## src/rtl/dvp_tx_if.sv

```systemverilog
// ---------------------------------------------------------------------------
// dvp_tx_if
//   Bundles the two buses that dvp_tx sits between: the upstream FWFT
//   FIFO read port and the downstream DVP pixel bus.
//
//   FIFO side : Pix_Data  (head byte), Pix_Valid (not empty), Pix_Rd (pop)
//   DVP side  : Vsync, Href, Data[7:0]
//
//   master : the DVP source (dvp_tx), which pops the FIFO and drives DVP.
//   slave  : the environment, which provides FIFO data and observes DVP.
// ---------------------------------------------------------------------------
interface dvp_tx_if;

    logic [7:0] Pix_Data;
    logic       Pix_Valid;
    logic       Pix_Rd;
    logic       Vsync;
    logic       Href;
    logic [7:0] Data;

    modport master (
        input  Pix_Data,
        input  Pix_Valid,
        output Pix_Rd,
        output Vsync,
        output Href,
        output Data
    );

    modport slave (
        output Pix_Data,
        output Pix_Valid,
        input  Pix_Rd,
        input  Vsync,
        input  Href,
        input  Data
    );

endinterface

```

## src/rtl/dvp_tx.sv

```systemverilog
// ---------------------------------------------------------------------------
// dvp_tx
//   DVP sensor emulator. Generates Vsync/Href/Data with camera-style frame
//   timing; pixel bytes come either from an upstream FWFT FIFO or from an
//   internal test pattern (h_cnt + active line index).
//
//   Ports
//     PCLK        pixel clock, all logic on posedge
//     Rst_n       asynchronous, active-low reset
//     Tx_En       frame generation enable (checked only between frames)
//     Pat_Sel     0 = FIFO data, 1 = test pattern (latched at frame start)
//     Frame_Done  one-cycle pulse on the last cycle of the frame
//     Underrun    sticky, FIFO was empty on an active byte this frame
//     bus         dvp_tx_if.master: FIFO read port + DVP output bus
//
//   Vsync/Href/Data/Frame_Done/Underrun are registered and show the
//   FSM/counter state of the previous cycle. Pix_Rd is combinational so the
//   FWFT head byte can be captured into Data on the same edge as the pop.
// ---------------------------------------------------------------------------
module dvp_tx #(
    parameter int H_ACTIVE    = 1280,
    parameter int H_BLANK     = 144,
    parameter int V_ACTIVE    = 480,
    parameter int VSYNC_LINES = 3,
    parameter int V_BACK      = 17,
    parameter int V_FRONT     = 10
) (
    input  logic       PCLK,
    input  logic       Rst_n,
    input  logic       Tx_En,
    input  logic       Pat_Sel,
    output logic       Frame_Done,
    output logic       Underrun,
    dvp_tx_if.master   bus
);

    localparam int LP    = H_ACTIVE + H_BLANK;
    localparam int H_W   = (LP > 1) ? $clog2(LP) : 1;
    localparam int V_M01 = (VSYNC_LINES > V_BACK) ? VSYNC_LINES : V_BACK;
    localparam int V_M23 = (V_ACTIVE > V_FRONT) ? V_ACTIVE : V_FRONT;
    localparam int V_MAX = (V_M01 > V_M23) ? V_M01 : V_M23;
    localparam int V_W   = (V_MAX > 1) ? $clog2(V_MAX) : 1;

    localparam logic [H_W-1:0] H_LAST    = H_W'(LP - 1);
    localparam logic [H_W-1:0] H_ACT_END = H_W'(H_ACTIVE);

    typedef enum logic [2:0] {
        IDLE,
        VSYNC,
        VBACK,
        ACTIVE,
        VFRONT
    } state_t;

    state_t         state_q;
    logic [H_W-1:0] h_cnt_q;
    logic [V_W-1:0] v_cnt_q;
    logic           patMode_q;
    logic           vsync_q;
    logic           href_q;
    logic [7:0]     data_q;
    logic           frameDone_q;
    logic           underrun_q;

    logic           lineEnd;
    logic           lastLine;
    logic           actByte;
    logic [7:0]     hByte;
    logic [7:0]     vByte;
    logic [7:0]     data_d;

    // Position decode: end of the current line, and whether this line is the
    // last one the current state owns. v_cnt restarts at 0 in every state, so
    // each state compares against its own line count.
    assign lineEnd = (h_cnt_q == H_LAST);
    assign actByte = (state_q == ACTIVE) && (h_cnt_q < H_ACT_END);

    always_comb begin
        lastLine = 1'b0;
        case (state_q)
            VSYNC:   lastLine = (v_cnt_q == V_W'(VSYNC_LINES - 1));
            VBACK:   lastLine = (v_cnt_q == V_W'(V_BACK - 1));
            ACTIVE:  lastLine = (v_cnt_q == V_W'(V_ACTIVE - 1));
            VFRONT:  lastLine = (v_cnt_q == V_W'(V_FRONT - 1));
            default: lastLine = 1'b0;
        endcase
    end

    // Byte to present on Data next cycle. In ACTIVE, v_cnt is the active line
    // index, so the pattern is simply the low bytes of both counters summed.
    // An empty FIFO on an active byte yields 0 rather than stale head data.
    assign hByte = 8'(h_cnt_q);
    assign vByte = 8'(v_cnt_q);

    always_comb begin
        data_d = 8'h00;
        if (actByte) begin
            if (patMode_q) begin
                data_d = hByte + vByte;
            end else if (bus.Pix_Valid) begin
                data_d = bus.Pix_Data;
            end
        end
    end

    // Pop only on real FIFO-sourced active bytes; the pattern never reads.
    // During reset the FSM sits in IDLE, which forces this low.
    assign bus.Pix_Rd = actByte & ~patMode_q & bus.Pix_Valid;

    // Frame FSM, line/column counters and all registered outputs. The outputs
    // are computed from the current state so they land one cycle behind it,
    // keeping Vsync, Href, Data, Frame_Done and Underrun mutually aligned.
    // Tx_En is only looked at in IDLE and at the very end of VFRONT, which is
    // what guarantees a frame is never cut short. Pat_Sel is latched only on
    // the transition into VSYNC so a frame never mixes sources.
    always_ff @(posedge PCLK or negedge Rst_n) begin
        if (!Rst_n) begin
            state_q     <= IDLE;
            h_cnt_q     <= '0;
            v_cnt_q     <= '0;
            patMode_q   <= 1'b0;
            vsync_q     <= 1'b0;
            href_q      <= 1'b0;
            data_q      <= 8'h00;
            frameDone_q <= 1'b0;
            underrun_q  <= 1'b0;
        end else begin
            vsync_q     <= (state_q == VSYNC);
            href_q      <= actByte;
            data_q      <= data_d;
            frameDone_q <= (state_q == VFRONT) && lineEnd && lastLine;

            // Cleared while in VSYNC so it reads 0 from the first Vsync
            // cycle of the new frame onward.
            if (state_q == VSYNC) begin
                underrun_q <= 1'b0;
            end else if (actByte && !patMode_q && !bus.Pix_Valid) begin
                underrun_q <= 1'b1;
            end

            case (state_q)
                IDLE: begin
                    h_cnt_q <= '0;
                    v_cnt_q <= '0;
                    if (Tx_En) begin
                        state_q   <= VSYNC;
                        patMode_q <= Pat_Sel;
                    end
                end
                default: begin
                    if (!lineEnd) begin
                        h_cnt_q <= h_cnt_q + H_W'(1);
                    end else begin
                        h_cnt_q <= '0;
                        if (!lastLine) begin
                            v_cnt_q <= v_cnt_q + V_W'(1);
                        end else begin
                            v_cnt_q <= '0;
                            case (state_q)
                                VSYNC:  state_q <= VBACK;
                                VBACK:  state_q <= ACTIVE;
                                ACTIVE: state_q <= VFRONT;
                                default: begin
                                    if (Tx_En) begin
                                        state_q   <= VSYNC;
                                        patMode_q <= Pat_Sel;
                                    end else begin
                                        state_q <= IDLE;
                                    end
                                end
                            endcase
                        end
                    end
                end
            endcase
        end
    end

    assign bus.Vsync  = vsync_q;
    assign bus.Href   = href_q;
    assign bus.Data   = data_q;
    assign Frame_Done = frameDone_q;
    assign Underrun   = underrun_q;

endmodule
```

## src/flat_wrapper.sv

```systemverilog
// flat-port wrapper written by rule: the top's interface ports become plain ports
module dvp_tx_flat 
#(
    parameter int H_ACTIVE    = 1280,
    parameter int H_BLANK     = 144,
    parameter int V_ACTIVE    = 480,
    parameter int VSYNC_LINES = 3,
    parameter int V_BACK      = 17,
    parameter int V_FRONT     = 10
)
  (PCLK, Rst_n, Tx_En, Pat_Sel, Frame_Done, Underrun, bus_Pix_Data, bus_Pix_Valid, bus_Pix_Rd, bus_Vsync, bus_Href, bus_Data);
  dvp_tx_if bus_i ();
  input  logic PCLK;
  input  logic Rst_n;
  input  logic Tx_En;
  input  logic Pat_Sel;
  output logic Frame_Done;
  output logic Underrun;
  input wire logic [$bits(bus_i.Pix_Data)-1:0] bus_Pix_Data;
  input wire logic [$bits(bus_i.Pix_Valid)-1:0] bus_Pix_Valid;
  output wire logic [$bits(bus_i.Pix_Rd)-1:0] bus_Pix_Rd;
  output wire logic [$bits(bus_i.Vsync)-1:0] bus_Vsync;
  output wire logic [$bits(bus_i.Href)-1:0] bus_Href;
  output wire logic [$bits(bus_i.Data)-1:0] bus_Data;
  assign bus_i.Pix_Data = bus_Pix_Data;
  assign bus_i.Pix_Valid = bus_Pix_Valid;
  assign bus_Pix_Rd = bus_i.Pix_Rd;
  assign bus_Vsync = bus_i.Vsync;
  assign bus_Href = bus_i.Href;
  assign bus_Data = bus_i.Data;
  dvp_tx #(.H_ACTIVE(H_ACTIVE), .H_BLANK(H_BLANK), .V_ACTIVE(V_ACTIVE), .VSYNC_LINES(VSYNC_LINES), .V_BACK(V_BACK), .V_FRONT(V_FRONT)) u_core (.PCLK(PCLK), .Rst_n(Rst_n), .Tx_En(Tx_En), .Pat_Sel(Pat_Sel), .Frame_Done(Frame_Done), .Underrun(Underrun), .bus(bus_i));
endmodule
```

## config.mk

```make
export PLATFORM = sky130hd
export DESIGN_NAME = dvp_tx_flat
export DESIGN_NICKNAME = d
export VERILOG_FILES = /design/src/rtl/dvp_tx_if.sv /design/src/rtl/dvp_tx.sv /design/src/flat_wrapper.sv
export SDC_FILE = /design/constraint.sdc
export NUM_CORES = 1
export LEC_CHECK = 0
export CAP_MARGIN = 20
export CORE_ASPECT_RATIO = 0.9
export CORE_UTILIZATION = 40
export DETAILED_ROUTE_END_ITERATION = 6
export GPL_TIMING_DRIVEN = 0
export HOLD_SLACK_MARGIN = 0.08
export MAX_ROUTING_LAYER = met4
export SLEW_MARGIN = 20
export SYNTH_ARGS = -nofsm -noshare
export SYNTH_HDL_FRONTEND = slang
export SYNTH_SLANG_ARGS = --single-unit
```

## constraint.sdc

```tcl
create_clock -name PCLK -period 2.35 [get_ports PCLK]
set_clock_uncertainty 0.2 [all_clocks]
set_input_delay 0.3525 -clock PCLK [delete_from_list [all_inputs] [get_ports PCLK]]
set_output_delay 0.3525 -clock PCLK [all_outputs]
set_load 0.01 [all_outputs]
```

==> results of run 1 <==
[cell usage in the layout (no fill, tap or decap), drive strengths merged, types with 5 or more instances in the layout]
cell type / instances
inv: 6
o21ai: 11
and3: 7
clkbuf: 12
nand3: 12
a21oi: 9
nand2: 17
nor2: 32
xnor2: 9
xor2: 13
dfrtp: 36
nand4: 5
ha: 9
buf: 15
clkdlybuf4s50: 23
[worst register-to-register path, stage by stage, from the launching register on]
cell	delay, ns
dfrtp_1	0.40
buf_6	0.15
o21a_1	0.21
a2111oi_4	0.19
nand4_1	0.20
or3_4	0.44
o21ai_4	0.27
nor2_1	0.08
[where the power goes]
part | internal (mW) | switching [mW] | total, mW | leakage [nW]
sequential | 0.619 | 0 | 0.619 | 0.470
combinational | 0.0226 | 0.0178 | 0.0404 | 0.676
clock | 0.239 | 0.219 | 0.458 | 0.0455
total | 0.881 | 0.236 | 1.12 | 1.19
[sequential cells by signal, indices dropped and copies added (netlist names)]
register,flops
u_core.Frame_Done,1
u_core.Underrun,1
u_core.bus.Data,8
u_core.bus.Href,1
u_core.bus.Vsync,1
u_core.h_cnt_q,11
u_core.patMode_q,1
u_core.state_q,3
u_core.v_cnt_q,9
[routing by layer]
metal | global-route usage [%] | vias to the layer above | part of all wire (%)
met5 | - | - | 0
li1 | - | 837 | -
met1 | 23.6 | 799 | 49
met2 | 29.1 | 34 | 47
met3 | 2.71 | 5 | 3.5
met4 | 5.56 | 0 | 0.90
[cells by family (layout without fill, tap and decap cells)]
group	count (synthesis)	after routing	synth area share (%)
compound gates	37	37	12.0
xor+xnor	22	22	9.13
fa+ha+maj	10	10	6.29
buf+inv	14	58	4.57
flops	36	36	42.7
mux	2	2	1.01
simple gates	95	95	24.3
[cell usage after synthesis (3+ instances only)]
cell / n / area share [%]
dfrtp_1: 36 / 43
nor2_1: 31 / 5.5
nand2_1: 17 / 3.0
xor2_1: 13 / 5.4
nand3_1: 12 / 2.8
a21oi_1: 9 / 2.1
ha_1: 9 / 5.3
o21ai_0: 9 / 2.1
xnor2_1: 9 / 3.7
and3_1: 7 / 2.1
inv_1: 6 / 1.1
nand4_1: 4 / 1.2
nor3_1: 4 / 0.95
a22o_1: 3 / 1.2
buf_6: 3 / 1.6
nor2b_1: 3 / 0.89
nor3b_1: 3 / 1.1
[worst min-delay path by stage]
stage,depth (start not counted),endpoint,start
2_1_floorplan,0,u_core.Frame_Done$_DFF_PN0_,Rst_n
5_1_grt,2,u_core.bus.Href$_DFF_PN0_,Rst_n
3_3_place_gp,2,u_core.Underrun$_DFFE_PN0P_,u_core.Underrun$_DFFE_PN0P_
6_report,2,u_core.bus.Href$_DFF_PN0_,Rst_n
3_5_place_dp,1,u_core.bus.Href$_DFF_PN0_,Rst_n
4_1_cts,2,u_core.bus.Href$_DFF_PN0_,Rst_n
[stage by stage]
stage	cell area (sq um)	util (%)	power, mW
after floorplan	2110	-	0.633
after global placement	2440	49.3	0.668
after detailed placement	2460	49.6	0.672
after CTS	2610	52.7	1.14
after global routing	2670	53.9	1.17
final	2670	53.9	1.12
[timing repair]
action | 4_1_cts | 5_1_grt
resized for setup | 7 | 8
endpoints found under the hold margin | 36 | 0
setup buffers | 5 | 5
pin swaps | 3 | 10
endpoints found under the setup margin | 8 | 11
hold buffers | 1 | 0
gates cloned | 0 | 0
[cell type report]
class | count | area, sq um
inverter | 6 | 22.5
timing repair buffer | 37 | 350
tap | 65 | 81.3
sequential | 36 | 903
fill | 446 | 2290
clock buffer | 8 | 90.1
buffer | 7 | 63.8
multi-input combinational | 166 | 1160
==> flow_metrics.env, run 1 <==
export IMPL_run_status="finished clean"
export IMPL_h_tree_depth=2
export IMPL_clk_latency_ns=0.28
export IMPL_arrival_ns=2.23
export IMPL_numPlacedInstances=307
export IMPL_grt_start_max_net_pins=25
export IMPL_worst_pin_slew_ns=0.594
export IMPL_rr_startpoint="u_core.state_q[1]$_DFFE_PN0P_"
export IMPL_synth_edf_count=0
export IMPL_port_buffers=25
export IMPL_rrSetupSlack_ns=0.09
export IMPL_path_clk_slew_ns=0.07
export IMPL_grt_first_pass_wirelength_mm=7.56
export IMPL_cp_endpoint="u_core.v_cnt_q[7]$_DFFE_PN0P_"
export IMPL_drive_gt1_share_pct=16.9
export IMPL_crit_path_start="u_core.state_q[1]$_DFFE_PN0P_"
export IMPL_crit_path_cell_trace="buf_6 > o21a_1 > a2111oi_4 > nand4_1 > or3_4 > o21ai_4 > nor2_1"
export IMPL_setup_viol=0
export IMPL_synth_seq_area_share_pct=42.7
export IMPL_synth_cells=216
export IMPL_cp_slowest_cell="or3_4"
export IMPL_clk_path_buf_depth=2
export IMPL_drcViolationCount=0
export IMPL_synth_cell_types=51
export IMPL_finalSetupTns_ns=0
export IMPL_synth_seq_cells=36
export IMPL_place_worst_setup_slack_ns=-0.288
export IMPL_place_congestion=0.740
export IMPL_period_needed_ns=2.26
export IMPL_die_area_sq_um=5570
export IMPL_synthFlopType="dfrtp_1"
export IMPL_final_antenna_net_count=0
export IMPL_crit_buf_inv=1
export IMPL_cts_sinks=36
export IMPL_timing_rr_end="u_core.v_cnt_q[7]$_DFFE_PN0P_"
export IMPL_cp_start_kind="flip-flop"
export IMPL_p_leak_nw=1.19
export IMPL_hpwl_mm=3.18
export IMPL_num_antenna_cells=0
export IMPL_grt_use_total_pct=18.1
export IMPL_avgSynthCellArea_sq_um=9.77
export IMPL_final_nets=282
export IMPL_wl_per_cell_um=13.7
export IMPL_grt_ovfl_total=0
export IMPL_initial_utilization_pct=42.6
export IMPL_reg2reg_depth=7
export IMPL_finalNonFillerCells=325
export IMPL_viasPerCell=5.15
export IMPL_fp_dieW_um=78.6
export IMPL_first_pass_iters=4
export IMPL_synth_nets=239
export IMPL_ioPinCount=26
export IMPL_area_growth_pct=26.5
export IMPL_crit_family="simple AND/OR/NAND/NOR gates"
export IMPL_critical_path_max_fanout=10
export IMPL_crit_cells=7
export IMPL_hold_ws_ns=0.292
export IMPL_synthesis_area_sq_um=2110
export IMPL_antenna_found_initial=0
export IMPL_p_per_area_nw_per_um2=419
export IMPL_drt_iter0_markers=43
export IMPL_hold_viol_final=0
export IMPL_max_stage_delay_ns=0.44
export IMPL_cap_violations=0
export IMPL_core_sq_um=4950
export IMPL_rsz0062_at_grt="true"
export IMPL_drv_slew=0
export IMPL_critPathKind="reg2reg"
export IMPL_grt_pass1_vias=1625
export IMPL_die_y_um=70.9
export IMPL_fmax_mhz=442
export IMPL_hp_class="in2async"
export IMPL_fin_crit_sh_pct=96.3
export IMPL_worstPathRequired_ns=2.31
export IMPL_yosysWarningCount=0
export IMPL_synthArstFlopShare_pct=100
export IMPL_numCtsBuffers=5
export IMPL_setup_ws_ns=0.0870
export IMPL_vias=1675
export IMPL_crit_path_end_kind="flip-flop"
export IMPL_clockRootBuffer="clkbuf_8"
export IMPL_cts_tree="done"
export IMPL_slew_headroom_pct=60.2
export IMPL_wl_mm=4.47
export IMPL_fp_row_count=24
export IMPL_ir_drop_mv=0.266
Note: power is estimated with default switching activity, not from simulation.
==> inputs of run 2 (changes only) <==
CAP_MARGIN = unset   (was 20)
SKIP_LAST_GASP = 1   (was unset)
==> flow_metrics.env, run 2 (synthesis results as in run 1) <==
export IMPL_drv_slew=0
export IMPL_max_stage_delay_ns=0.36
export IMPL_vias=1675
export IMPL_finalInstanceArea_sq_um=2670
export IMPL_postPlaceCellArea_sq_um=2460
export IMPL_p_per_area_nw_per_um2=419
export IMPL_finalNonFillerCells=325
export IMPL_regArea_sq_um=903
export IMPL_period_needed_ns=2.27
export IMPL_wl_per_cell_um=13.8
export IMPL_hp_class="in2async"
export IMPL_cap_violations=0
export IMPL_layout_commonest_cell="dfrtp_1"
export IMPL_cp_slowest_cell="dfrtp_1"
export IMPL_die_y_um=70.9
export IMPL_grt_use_total_pct=18.1
export IMPL_p_leak_nw=1.19
export IMPL_crit_path_end_kind="output pin"
export IMPL_clk_latency_ns=0.28
export IMPL_clockRootBuffer="clkbuf_8"
export IMPL_cts_sinks=36
export IMPL_largest_reg_flops=11
export IMPL_die_area_sq_um=5570
export IMPL_fp_row_count=24
export IMPL_worst_pin_slew_ns=0.594
export IMPL_num_antenna_cells=0
export IMPL_numCtsBuffers=5
export IMPL_mostFrequentLayoutCells="dfrtp_1, nor2_1, clkdlybuf4s50_1"
export IMPL_grt_first_pass_wirelength_mm=7.56
export IMPL_initial_utilization_pct=42.6
export IMPL_fmax_mhz=440
export IMPL_regMostFlops="u_core.h_cnt_q"
export IMPL_place_congestion=0.740
export IMPL_hpwl_mm=3.18
export IMPL_port_buffers=25
export IMPL_critPathKind="reg2out"
export IMPL_finalSetupTns_ns=0
export IMPL_multi_input_area_sq_um=1160
export IMPL_ir_drop_mv=0.266
export IMPL_slew_headroom_pct=60.2
export IMPL_run_status="finished clean"
export IMPL_cp_start_kind="flip-flop"
export IMPL_drt_iter0_markers=43
export IMPL_grt_start_max_net_pins=25
export IMPL_area_growth_pct=26.5
export IMPL_ioPinCount=26
export IMPL_setup_viol=0
export IMPL_antenna_found_initial=0
export IMPL_arrival_ns=1.72
export IMPL_cts_tree="done"
export IMPL_final_nets=282
export IMPL_fin_crit_sh_pct=96.7
export IMPL_grt_ovfl_total=0
export IMPL_numPlacedInstances=307
export IMPL_drcViolationCount=0
export IMPL_core_sq_um=4950
export IMPL_fp_dieW_um=78.6
export IMPL_first_pass_iters=4
export IMPL_clk_path_buf_depth=2
export IMPL_grt_pass1_vias=1625
export IMPL_rsz0062_at_grt="true"
export IMPL_hold_ws_ns=0.292
export IMPL_final_util_pct=53.8
export IMPL_path_clk_slew_ns=0.07
export IMPL_hold_viol_final=0
export IMPL_h_tree_depth=2
export IMPL_viasPerCell=5.15
export IMPL_drive_gt1_share_pct=16.9
export IMPL_critical_path_max_fanout=10
export IMPL_final_antenna_net_count=0
export IMPL_fillCellCount=447
export IMPL_worstPathRequired_ns=1.80
export IMPL_crit_path_cell_trace="buf_4 > clkbuf_8 > nand2_1 > nor2_2 > nand2_2 > nor3b_4 > dlygate4sd2_1"
export IMPL_wl_mm=4.47
-- run 2: cell types whose count changed in the layout (fill, tap and decap cells not counted) --
cell / before / now
clkdlybuf4s15_1: 1 / 0
dlygate4sd2_1: 0 / 1
-- run 2: power by group --
part           internal (mW)  total, mW  switching [mW]
clock network          0.239      0.458           0.219
registers              0.619      0.619               0
logic                 0.0226     0.0404          0.0178
total                  0.881       1.12           0.236
-- run 2: final timing paths --
path,start,end,slack (ns),cells after the start
max reg2reg,u_core.state_q[1]$_DFFE_PN0P_,u_core.v_cnt_q[7]$_DFFE_PN0P_,0.09,7
min in group PCLK,u_core.Underrun$_DFFE_PN0P_,u_core.Underrun$_DFFE_PN0P_,0.30,2
min,Rst_n,u_core.bus.Href$_DFF_PN0_,0.29,2
max,u_core.state_q[0]$_DFFE_PN0P_,bus_Pix_Rd,0.08,7
max in group asynchronous,Rst_n,u_core.h_cnt_q[1]$_DFF_PN0_,1.22,3
min reg2reg,u_core.Underrun$_DFFE_PN0P_,u_core.Underrun$_DFFE_PN0P_,0.30,2
-- run 2: per-stage QoR --
step                      power, mW  setup WS (ns)
after CTS                      1.14         0.0123
after global routing           1.17        -0.0143
final                          1.12         0.0770
after global placement        0.668         -0.283
after floorplan               0.633          0.113
after detailed placement      0.672         -0.288
-- run 2: layout make-up --
type	count	share of cell area (%)
buffer	7	2.39
clock buffer	8	3.38
inverter	6	0.844
multi-input combinational	166	43.4
sequential	36	33.9
tap	65	3.05
timing repair buffer	37	13.1
-- run 2: critical path: cells and delay by family (launching register included) --
kind	cells	cell delay [ns]
buffers and inverters	3	0.54
DFF	1	0.36
and+or+nand+nor	4	0.53
-- run 2: what timing repair did --
action                                 4_1_cts  5_1_grt
pin swaps                                    3       10
resized for setup                            7        7
hold buffers                                 1        0
setup endpoints to repair                    8       11
endpoints found under the hold margin       36        0
setup buffers                                5        5
-- run 2: metal layers --
layer | global-route usage (%) | share of wire, % | up-vias
met5 | - | 0 | -
met4 | 5.56 | 0.90 | 0
met2 | 29.1 | 47 | 34
met3 | 2.71 | 3.5 | 5
li1 | - | - | 837
met1 | 23.6 | 49 | 799
==> inputs of run 3 (changes only) <==
GPL_TIMING_DRIVEN = unset   (was 0)
==> flow_metrics.env, run 3 (synthesis results as in run 1) <==
export IMPL_p_per_area_nw_per_um2=420
export IMPL_critPathKind="reg2reg"
export IMPL_crit_path_cell_trace="nor3_1 > a2111oi_4 > nand4_1 > buf_4 > nor4_4 > buf_4 > mux2_1"
export IMPL_h_tree_depth=2
export IMPL_arrival_ns=2.29
export IMPL_largest_reg_flops=11
export IMPL_rrSetupSlack_ns=0.04
export IMPL_grt_use_total_pct=18.6
export IMPL_die_area_sq_um=5570
export IMPL_setup_viol=0
export IMPL_final_antenna_net_count=0
export IMPL_p_int_mw=0.845
export IMPL_reg2reg_depth=7
export IMPL_grt_ovfl_total=0
export IMPL_grt_first_pass_wirelength_mm=7.57
export IMPL_path_clk_slew_ns=0.08
export IMPL_netSwitchingFraction_pct=22.8
export IMPL_clk_latency_ns=0.29
export IMPL_numPlacedInstances=312
export IMPL_ir_drop_mv=0.256
export IMPL_drt_iter0_markers=33
export IMPL_antenna_found_initial=0
export IMPL_cts_sinks=36
export IMPL_fmax_mhz=433
export IMPL_worst_pin_slew_ns=0.467
export IMPL_place_worst_setup_slack_ns=0.0637
export IMPL_timing_rr_end="u_core.state_q[2]$_DFFE_PN0P_"
export IMPL_cts_tree="done"
export IMPL_rr_startpoint="u_core.state_q[2]$_DFFE_PN0P_"
export IMPL_pwr_share_seq_pct=56.5
export IMPL_wl_per_cell_um=13.7
export IMPL_hold_ws_ns=0.279
export IMPL_die_y_um=70.9
export IMPL_grt_pass1_vias=1610
export IMPL_fin_crit_sh_pct=98.3
export IMPL_numCtsBuffers=5
export IMPL_hpwl_mm=3.19
export IMPL_area_growth_pct=23.7
export IMPL_vias=1626
export IMPL_crit_top_cell="buf_4"
export IMPL_finalInstanceArea_sq_um=2610
export IMPL_core_sq_um=4950
export IMPL_worstPathRequired_ns=2.33
export IMPL_slew_headroom_pct=68.9
export IMPL_finalSetupTns_ns=0
export IMPL_switchingPower_mw=0.250
export IMPL_wl_mm=4.42
export IMPL_fp_dieW_um=78.6
export IMPL_mostFrequentLayoutCells="dfrtp_1, nor2_1, clkdlybuf4s50_1"
export IMPL_run_status="finished clean"
export IMPL_initial_utilization_pct=42.6
export IMPL_postPlaceCellArea_sq_um=2470
export IMPL_clk_path_buf_depth=2
export IMPL_fillCellCount=463
export IMPL_setup_ws_ns=0.0406
export IMPL_cap_violations=0
export IMPL_first_pass_iters=4
export IMPL_port_buffers=25
export IMPL_ioPinCount=26
export IMPL_crit_family="flip-flops"
export IMPL_cp_start_kind="flip-flop"
export IMPL_max_stage_delay_ns=0.51
export IMPL_cp_slowest_cell="dfrtp_1"
export IMPL_grt_start_max_net_pins=37
export IMPL_crit_path_end_kind="flip-flop"
export IMPL_hold_viol_final=0
export IMPL_power_frac_clock_pct=40.1
export IMPL_p_leak_nw=1.18
export IMPL_drv_slew=0
export IMPL_drive_gt1_share_pct=15.4
export IMPL_period_needed_ns=2.31
export IMPL_hp_class="in2async"
export IMPL_layout_commonest_cell="dfrtp_1"
export IMPL_fp_row_count=24
export IMPL_combPwrFrac_pct=3.4
export IMPL_place_congestion=0.797
export IMPL_viasPerCell=5.02
export IMPL_crit_buf_inv=2
export IMPL_finalNonFillerCells=324
export IMPL_clockRootBuffer="clkbuf_8"
export IMPL_drcViolationCount=0
export IMPL_regMostFlops="u_core.h_cnt_q"
export IMPL_critical_path_max_fanout=9
export IMPL_num_antenna_cells=0
export IMPL_final_nets=281
## run 3: cell count changes in the layout (fill, tap and decap cells not counted), moves of 2 or more
cell | previous run | this run
buf_6 | 3 | 0
clkinv_2 | 0 | 2
nor2_2 | 3 | 1
clkbuf_8 | 7 | 5
clkbuf_1 | 3 | 0
nor2_1 | 29 | 31
buf_4 | 10 | 18
## run 3: routing by layer
layer	wire [um]	vias up	track usage [%]
met5	0	-	-
met3	169	7	3.74
li1	-	838	-
met4	72	0	7.61
met2	1920	34	26.9
met1	2260	747	25.4
## run 3: how the worst max path moves through the flow
stage                                   from                       endpoint  slack (ns)  cells after the start
6_report       u_core.state_q[2]$_DFFE_PN0P_  u_core.state_q[2]$_DFFE_PN0P_        0.04                      7
2_1_floorplan    u_core.h_cnt_q[1]$_DFF_PN0_  u_core.state_q[2]$_DFFE_PN0P_        0.11                      6
3_5_place_dp     u_core.h_cnt_q[0]$_DFF_PN0_   u_core.bus.Data[6]$_DFF_PN0_        0.06                      8
4_1_cts        u_core.state_q[0]$_DFFE_PN0P_  u_core.v_cnt_q[4]$_DFFE_PN0P_        0.02                      7
3_3_place_gp   u_core.state_q[2]$_DFFE_PN0P_  u_core.v_cnt_q[7]$_DFFE_PN0P_        0.13                      6
5_1_grt        u_core.state_q[2]$_DFFE_PN0P_  u_core.state_q[2]$_DFFE_PN0P_       -0.04                      7
## run 3: layout make-up
cell class | count | area [sq um] | area share (%)
sequential | 36 | 902 | 34.6
clock inverter | 3 | 18.8 | 0.719
tap | 65 | 81.3 | 3.12
clock buffer | 5 | 68.8 | 2.64
inverter | 6 | 22.5 | 0.863
multi-input combinational | 166 | 1130 | 43.4
timing repair buffer | 43 | 384 | 14.7
## run 3: repair_timing
| action | 4_1_cts | 5_1_grt |
|---|---|---|
| setup endpoints to repair | 1 | 10 |
| hold buffers | 0 | 0 |
| pin swaps | 0 | 4 |
| gates resized for setup | 3 | 3 |
| setup buffers | 1 | 3 |
## run 3: power by group through the flow
stage	Sequential, mW	Clock (mW)	Combinational, mW
2_1_floorplan	0.631	0	0.00180
3_3_place_gp	0.631	0	0.0378
3_5_place_dp	0.631	0	0.0381
4_1_cts	0.619	0.461	0.0385
6_report	0.619	0.439	0.0371
5_1_grt	0.619	0.493	0.0414
## run 3: worst register-to-register path, delay by kind of cell, from the launching register on
family / cells / cell delay (ns)
compound gates: 1 / 0.34
mux: 1 / 0.33
flops: 1 / 0.51
buf+inv: 2 / 0.36
simple gates: 3 / 0.44
## run 3: stage by stage
step | power, mW | util [%]
5_1_grt | 1.15 | 52.7
3_5_place_dp | 0.669 | 49.9
2_1_floorplan | 0.633 | -
3_3_place_gp | 0.669 | 49.9
4_1_cts | 1.12 | 51.8
6_report | 1.10 | 52.7
